`src/rtl/mem_port_arbiter.sv`:
```
// Single-port memory arbiter between instruction-fetch (I) and data (D) requesters.
// Each transfer latches the winning request, holds the memory for WAIT_CYCLES cycles, then acks.
module mem_port_arbiter #(
   parameter int ADDR_W      = 32,
   parameter int DATA_W      = 32,
   parameter int WAIT_CYCLES = 2
) (
   input  logic              clk,
   input  logic              rst,
   input  logic              i_req,
   input  logic [ADDR_W-1:0] i_addr,
   output logic [DATA_W-1:0] i_rdata,
   output logic              i_ack,
   input  logic              d_req,
   input  logic              d_we,
   input  logic [3:0]        d_sel,
   input  logic [ADDR_W-1:0] d_addr,
   input  logic [DATA_W-1:0] d_wdata,
   output logic [DATA_W-1:0] d_rdata,
   output logic              d_ack,
   output logic              m_ce,
   output logic              m_we,
   output logic [3:0]        m_sel,
   output logic [ADDR_W-1:0] m_addr,
   output logic [DATA_W-1:0] m_wdata,
   input  logic [DATA_W-1:0] m_rdata,
   output logic              stallreq_i,
   output logic              stallreq_d
);

   typedef enum logic [1:0] {IDLE, ACCESS, DONE} state_t;

   localparam logic [3:0] LAST_CNT = 4'(WAIT_CYCLES - 1);

   state_t            state_q;
   logic [3:0]        cnt_q;
   logic              portD_q;
   logic [1:0]        dStreak_q;
   logic [1:0]        dStreak_d;
   logic              iAck_q;
   logic              dAck_q;
   logic [DATA_W-1:0] iRdata_q;
   logic [DATA_W-1:0] dRdata_q;
   logic              mCe_q;
   logic              mWe_q;
   logic [3:0]        mSel_q;
   logic [ADDR_W-1:0] mAddr_q;
   logic [DATA_W-1:0] mWdata_q;
   logic              grantD;
   logic              grantI;

   // D normally wins, but after two consecutive D wins against a waiting I, I gets its turn.
   always_comb begin
      grantD    = (state_q == IDLE) && d_req && !(i_req && (dStreak_q == 2'd2));
      grantI    = (state_q == IDLE) && i_req && !grantD;
      dStreak_d = dStreak_q;
      if (grantI) begin
         dStreak_d = 2'd0;
      end else if (grantD) begin
         if (!i_req) begin
            dStreak_d = 2'd0;
         end else if (dStreak_q != 2'd2) begin
            dStreak_d = dStreak_q + 2'd1;
         end
      end
   end

   // Memory-side outputs are zero outside ACCESS so the memory only ever sees the latched request.
   always_ff @(posedge clk or posedge rst) begin
      if (rst) begin
         state_q   <= IDLE;
         cnt_q     <= 4'd0;
         portD_q   <= 1'b0;
         dStreak_q <= 2'd0;
         iAck_q    <= 1'b0;
         dAck_q    <= 1'b0;
         iRdata_q  <= '0;
         dRdata_q  <= '0;
         mCe_q     <= 1'b0;
         mWe_q     <= 1'b0;
         mSel_q    <= 4'd0;
         mAddr_q   <= '0;
         mWdata_q  <= '0;
      end else begin
         iAck_q    <= 1'b0;
         dAck_q    <= 1'b0;
         dStreak_q <= dStreak_d;
         case (state_q)
            IDLE: begin
               if (grantD) begin
                  portD_q  <= 1'b1;
                  mCe_q    <= 1'b1;
                  mWe_q    <= d_we;
                  mSel_q   <= d_sel;
                  mAddr_q  <= d_addr;
                  mWdata_q <= d_wdata;
                  cnt_q    <= 4'd0;
                  state_q  <= ACCESS;
               end else if (grantI) begin
                  portD_q  <= 1'b0;
                  mCe_q    <= 1'b1;
                  mWe_q    <= 1'b0;
                  mSel_q   <= 4'b1111;
                  mAddr_q  <= i_addr;
                  mWdata_q <= '0;
                  cnt_q    <= 4'd0;
                  state_q  <= ACCESS;
               end
            end
            ACCESS: begin
               if (cnt_q == LAST_CNT) begin
                  if (!mWe_q) begin
                     if (portD_q) begin
                        dRdata_q <= m_rdata;
                     end else begin
                        iRdata_q <= m_rdata;
                     end
                  end
                  iAck_q   <= !portD_q;
                  dAck_q   <= portD_q;
                  mCe_q    <= 1'b0;
                  mWe_q    <= 1'b0;
                  mSel_q   <= 4'd0;
                  mAddr_q  <= '0;
                  mWdata_q <= '0;
                  state_q  <= DONE;
               end else begin
                  cnt_q <= cnt_q + 4'd1;
               end
            end
            DONE: begin
               state_q <= IDLE;
            end
            default: begin
               state_q <= IDLE;
            end
         endcase
      end
   end

   assign i_rdata    = iRdata_q;
   assign d_rdata    = dRdata_q;
   assign i_ack      = iAck_q;
   assign d_ack      = dAck_q;
   assign m_ce       = mCe_q;
   assign m_we       = mWe_q;
   assign m_sel      = mSel_q;
   assign m_addr     = mAddr_q;
   assign m_wdata    = mWdata_q;
   assign stallreq_i = i_req & ~iAck_q;
   assign stallreq_d = d_req & ~dAck_q;

endmodule

```
`config.mk`:
```
export PLATFORM = sky130hd
export DESIGN_NAME = mem_port_arbiter
export DESIGN_NICKNAME = d
export VERILOG_FILES = /design/src/rtl/mem_port_arbiter.sv
export SDC_FILE = /design/constraint.sdc
export NUM_CORES = 1
export LEC_CHECK = 0
export ABC_CLOCK_PERIOD_IN_PS = 8500
export CORE_ASPECT_RATIO = 1.2
export CORE_MARGIN = 2
export CORE_UTILIZATION = 44
export CTS_CLUSTER_SIZE = 14
export DETAILED_ROUTE_END_ITERATION = 10
export PLACE_DENSITY_LB_ADDON = 0.15
export SLEW_MARGIN = 30
export SYNTH_ARGS = -nofsm -noshare
export SYNTH_HDL_FRONTEND = slang
export SYNTH_SLANG_ARGS = --single-unit
```
`constraint.sdc`:
```
create_clock -name clk -period 8.5 [get_ports clk]
set_input_delay 1.275 -clock clk [delete_from_list [all_inputs] [get_ports clk]]
set_output_delay 1.275 -clock clk [all_outputs]
set_load 0.02 [all_outputs]
```
Yosys cells after proc, flatten, opt, wreduce, memory -nomap -nowiden
Cells that the tools add are included.
{"block": "classes", "add_sub_neg": 2, "n_eq_ne": 8, "n_mux": 35, "n_bitwise": 6, "n_reduce_logical": 18}
{"operator": "$mux W32", "count": 5}
{"operator": "$pmux W32 S2", "count": 2}
{"operator": "$mux W4", "count": 6}
{"operator": "$pmux W4 S2", "count": 2}
{"operator": "$mux W2", "count": 7}
{"operator": "$mux W1", "count": 10}
{"operator": "$reduce_and A4 Y1", "count": 2}
{"operator": "$ne A2 B2 Y1 const B", "count": 3}
{"operator": "$reduce_and A2 Y1", "count": 3}
{"operator": "$reduce_and A3 Y1", "count": 2}
{"operator": "$logic_and A1 B1 Y1", "count": 5}
{"operator": "$add A4 B1 Y4 const B", "count": 1}
{"operator": "$eq A4 B1 Y1 const B", "count": 1}
{"operator": "$not A1 Y1", "count": 4}
{"operator": "$pmux W1 S2", "count": 2}
{"operator": "$pmux W2 S2", "count": 1}
{"operator": "$reduce_bool A2 Y1", "count": 2}
{"operator": "$logic_not A1 Y1", "count": 3}
{"operator": "$ne A3 B1 Y1 const B", "count": 1}
{"operator": "$ne A3 B3 Y1 const B", "count": 1}
{"operator": "$add A2 B1 Y2 const B", "count": 1}
{"operator": "$and A1 B1 Y1", "count": 2}
{"operator": "$eq A2 B1 Y1 const B", "count": 1}
{"operator": "$eq A2 B2 Y1 const B", "count": 1}
{"operator": "$logic_not A2 Y1", "count": 1}
{"block": "word_totals", "reg_bits": 145, "word_cells": 82}

Longest topological paths before layout
{"block": "logic_depth", "word_depth": 9, "mapped_depth": 7, "ltp_nobuf": 6}

Worst setup path after synthesis
Ideal clock, no wire load.
{"block": "synth_path", "kind": "input to output", "startpoint": "in i_req", "endpoint": "out stallreq_i", "t_arrival_ns": 2.179, "slack_ns": 5.046, "stages": 3, "n_path_buf": 2, "cell_sequence": "clkbuf_1 clkbuf_1 nor2b_1"}
{"block": "synth_via", "elab_chain_len": 1}
{"item": "start: declaration", "line_no": "10", "text": "input logic i_req,"}
{"item": "$and A1 B1 Y1", "line_no": "150", "text": "assign stallreq_i = i_req & ~iAck_q;"}
{"item": "end: declaration", "line_no": "27", "text": "output logic stallreq_i,"}
No other way between the ends.

Final worst setup path
Same ends and word-level chain as after synthesis.

==> impl_metrics.py <==
metrics = {
    "placed_design": {
        "port_buffers": 274,
        "dp.cells": 848,
        "detailed_place_hpwl_um": 12100,
        "gp_congestion": 0.833,
    },
    "floorplan": {
        "die_x_um": 109,
        "coreArea_um2": 13100,
        "start_util": 0.448,
        "row_count": 46,
        "die_area_um2": 14300,
        "io_pins": 275,
        "die_h_um": 131,
    },
    "synth": {
        "synth_edf_count": 0,
        "yosys_most_used_dff": "dfrtp_1",
        "syn-cell-area_um2": 5880,
        "synthCells": 432,
        "async_flop_share": 1.00,
        "yosysSeqAreaShare": 0.618,
        "ys_top_cells_by_area": "dfrtp_1 62%, mux2_2 12%, a22o_1 4.9%",
        "ys_ff_latch": 145,
        "postSynthAreaPerCell_um2": 13.6,
        "ys_warn_count": 0,
        "synth.distinct_cells": 36,
        "synth_common_cells": "145 x dfrtp_1, 62 x mux2_2, 41 x o21ai_0",
        "synth_top_area_frac": 0.618,
        "synth_nets": 572,
        "synth_most_common_cell": "dfrtp_1",
        "synth_largest_area_cell": "dfrtp_1",
    },
    "clock_tree": {
        "cts_made_buffers": 17,
        "cts.clk_slew.worst_paths_ns": 0.05,
        "clock_tree.root_cell": "clkbuf_16",
        "worstSkewPairLatency_ns": 0.41,
        "cts_tree": "yes",
        "hold_buffers": 0,
        "clockBufferDepth": 2,
        "cts_setup_buffers": 0,
        "cts.sinks": 145,
        "cts_resized": 0,
        "htreeDepth": 4,
    },
    "timing": {
        "finalCriticalPeriod_ns": 4.17,
        "slew_viol_final": 0,
        "setup_tns_ns": 0,
        "max-slew-margin-rel": 0.391,
        "max_freq_mhz": 240,
        "setup_violations": 0,
        "post-route-period-util": 0.491,
        "tightest_slew_ns": 0.910,
        "finClkSkew_ns": 0.00779,
        "grt_setup_unrepaired": "no",
        "hold_viol": 0,
    },
    "pwr": {
        "p_leak_nw": 3.91,
        "peakVddDrop_uv": 206,
        "fin_total_pwr_w": 0.00394,
        "power.density_nw_per_um2": 419,
    },
    "worst_setup_path": {
        "cp.arrival_ns": 2.90,
        "critPathLaunchType": "primary input",
        "critical_path_class": "in -> out",
        "r2r_start": "cnt_q[1]$_DFFE_PP0P_",
        "critical_path_required_ns": 7.22,
        "crit_fanout": 38,
        "r2r_cells": 6,
        "r2r_setup_slack_ns": 6.10,
        "crit_path_end_kind": "output port",
        "worstReg2RegEnd": "d_rdata[19]$_DFFE_PP0P_",
    },
    "route": {
        "drc_errors": 0,
        "drt_iter0_drc": 311,
        "wl_um": 17300,
        "vias_per_cell": 5.43,
        "ant_nets": 0,
        "wire_per_inst_um": 19.7,
        "via_count": 4773,
        "firstDrtPassIters": 4,
    },
    "cells_and_area": {
        "utilization": 0.716,
        "syn_to_final_growth_pct": 59.9,
        "antenna_cells": 0,
        "nNetsFinal": 839,
        "fill_cells": 962,
        "drive_gt1_frac": 0.155,
        "final_cells": 879,
    },
    "grt": {
        "antenna_found_initial": 0,
        "grt_util_all_layers": 0.241,
        "grt_remaining_overflow": 0,
        "grt_pass1_wl_um": 26400,
        "grt_start_max_net_pins": 95,
        "grt_pass1_vias": 5091,
    },
    "worst_hold_path": {
        "hold_class": "reg -> reg",
        "worst_hold_path.endpoint": "m_ce$_DFFE_PP0P_",
        "min_from": "m_ce$_DFFE_PP0P_",
        "worstHoldPathCells": 1,
    },
    "status": {
        "status": "complete, no violations",
    },
    "job": {
        "cap_violations": 0,
    },
}
-- worst max-delay path, cell delays in order --
cell and delay, ns:
clkdlybuf4s50_1 0.46, buf_4 0.37, nor2b_1 0.18, clkdlybuf4s50_1 0.60
-- per-layer routing --
layer	wire length (µm)	share of wire	vias up	global-route usage
met5	0	0	-	0
met4	526	0.030	0	0.102
met3	1700	0.098	35	0.0933
met2	8740	0.51	215	0.409
met1	6340	0.37	2366	0.271
li1	-	-	2157	-
-- sequential cells by signal, indices dropped and copies added, names as in the netlist --
| signal | cells |
|---|---|
| cnt_q | 4 |
| dStreak_q | 2 |
| d_ack | 1 |
| d_rdata | 32 |
| i_ack | 1 |
| i_rdata | 32 |
| m_addr | 32 |
| m_ce | 1 |
| m_sel | 4 |
| m_wdata | 32 |
| m_we | 1 |
| portD_q | 1 |
| state_q | 2 |
-- cells by family after synthesis --
group | after synthesis | synth area share
buf+inv | 39 | 0.0317
simple gates | 29 | 0.0317
flops | 145 | 0.618
mux | 64 | 0.123
compound gates | 152 | 0.190
fa+ha+maj | 3 | 0.00639
-- placed cells by master, fill, tap and decap left out, types with 2 or more instances in the layout --
cell type / synthesis / routed
a21o_1: 2 / 2
a21oi_1: 2 / 2
a22o_1: 33 / 33
a22oi_1: 31 / 31
buf_4: 0 / 8
bufinv_16: 0 / 4
clkbuf_1: 17 / 2
clkbuf_16: 0 / 17
clkbuf_8: 0 / 4
clkdlybuf4s50_1: 0 / 274
clkinvlp_4: 0 / 3
dfrtp_1: 145 / 145
ha_1: 3 / 3
inv_1: 5 / 4
mux2_1: 2 / 2
mux2_2: 62 / 62
nand2_1: 3 / 3
nand3_1: 2 / 2
nor2_1: 7 / 7
nor2_2: 2 / 2
nor2b_1: 4 / 4
o21ai_0: 41 / 41
o221ai_1: 2 / 2
o22ai_1: 4 / 4
o2bb2ai_1: 32 / 32
-- final cells by class --
class	count	area [µm²]	share of cell area
Tap cell	168	210	0.0224
Sequential cell	145	3630	0.386
Multi-Input combinational cell	248	2090	0.223
Clock inverter	8	151	0.0161
Clock buffer	23	488	0.0519
Timing Repair Buffer	282	2800	0.298
Inverter	5	23.8	0.00253
-- power breakdown --
group | leakage (nW) | internal (W) | switching, W | total, W
clock | 0.302 | 0.000522 | 0.000275 | 0.000797
sequential | 1.80 | 0.00103 | 0.000198 | 0.00123
combinational | 1.81 | 0.000946 | 0.000964 | 0.00191
total | 3.91 | 0.00250 | 0.00144 | 0.00394
-- through the flow --
stage | cell area (µm²) | setup slack, ns | hold WS (ns)
finish | 9400 | 4.33 | 0.485
global route | 9400 | 4.25 | 0.495
CTS | 9400 | 4.34 | 0.487
detailed placement | 8760 | 4.34 | 0.469
global placement | 8750 | 4.35 | 0.464
floorplan | 5880 | 3.33 | 0.451
-- how the worst max path moves through the flow --
stage	startpoint	endpoint	slack, ns
final	i_req	stallreq_i	4.33
after floorplan	rst	cnt_q[0]$_DFFE_PP0P_	3.33
after detailed placement	i_req	stallreq_i	4.34
after CTS	i_req	stallreq_i	4.34
after global routing	d_req	stallreq_d	4.25
after global placement	i_req	stallreq_i	4.35
Note: power is estimated with default switching activity, not from simulation.
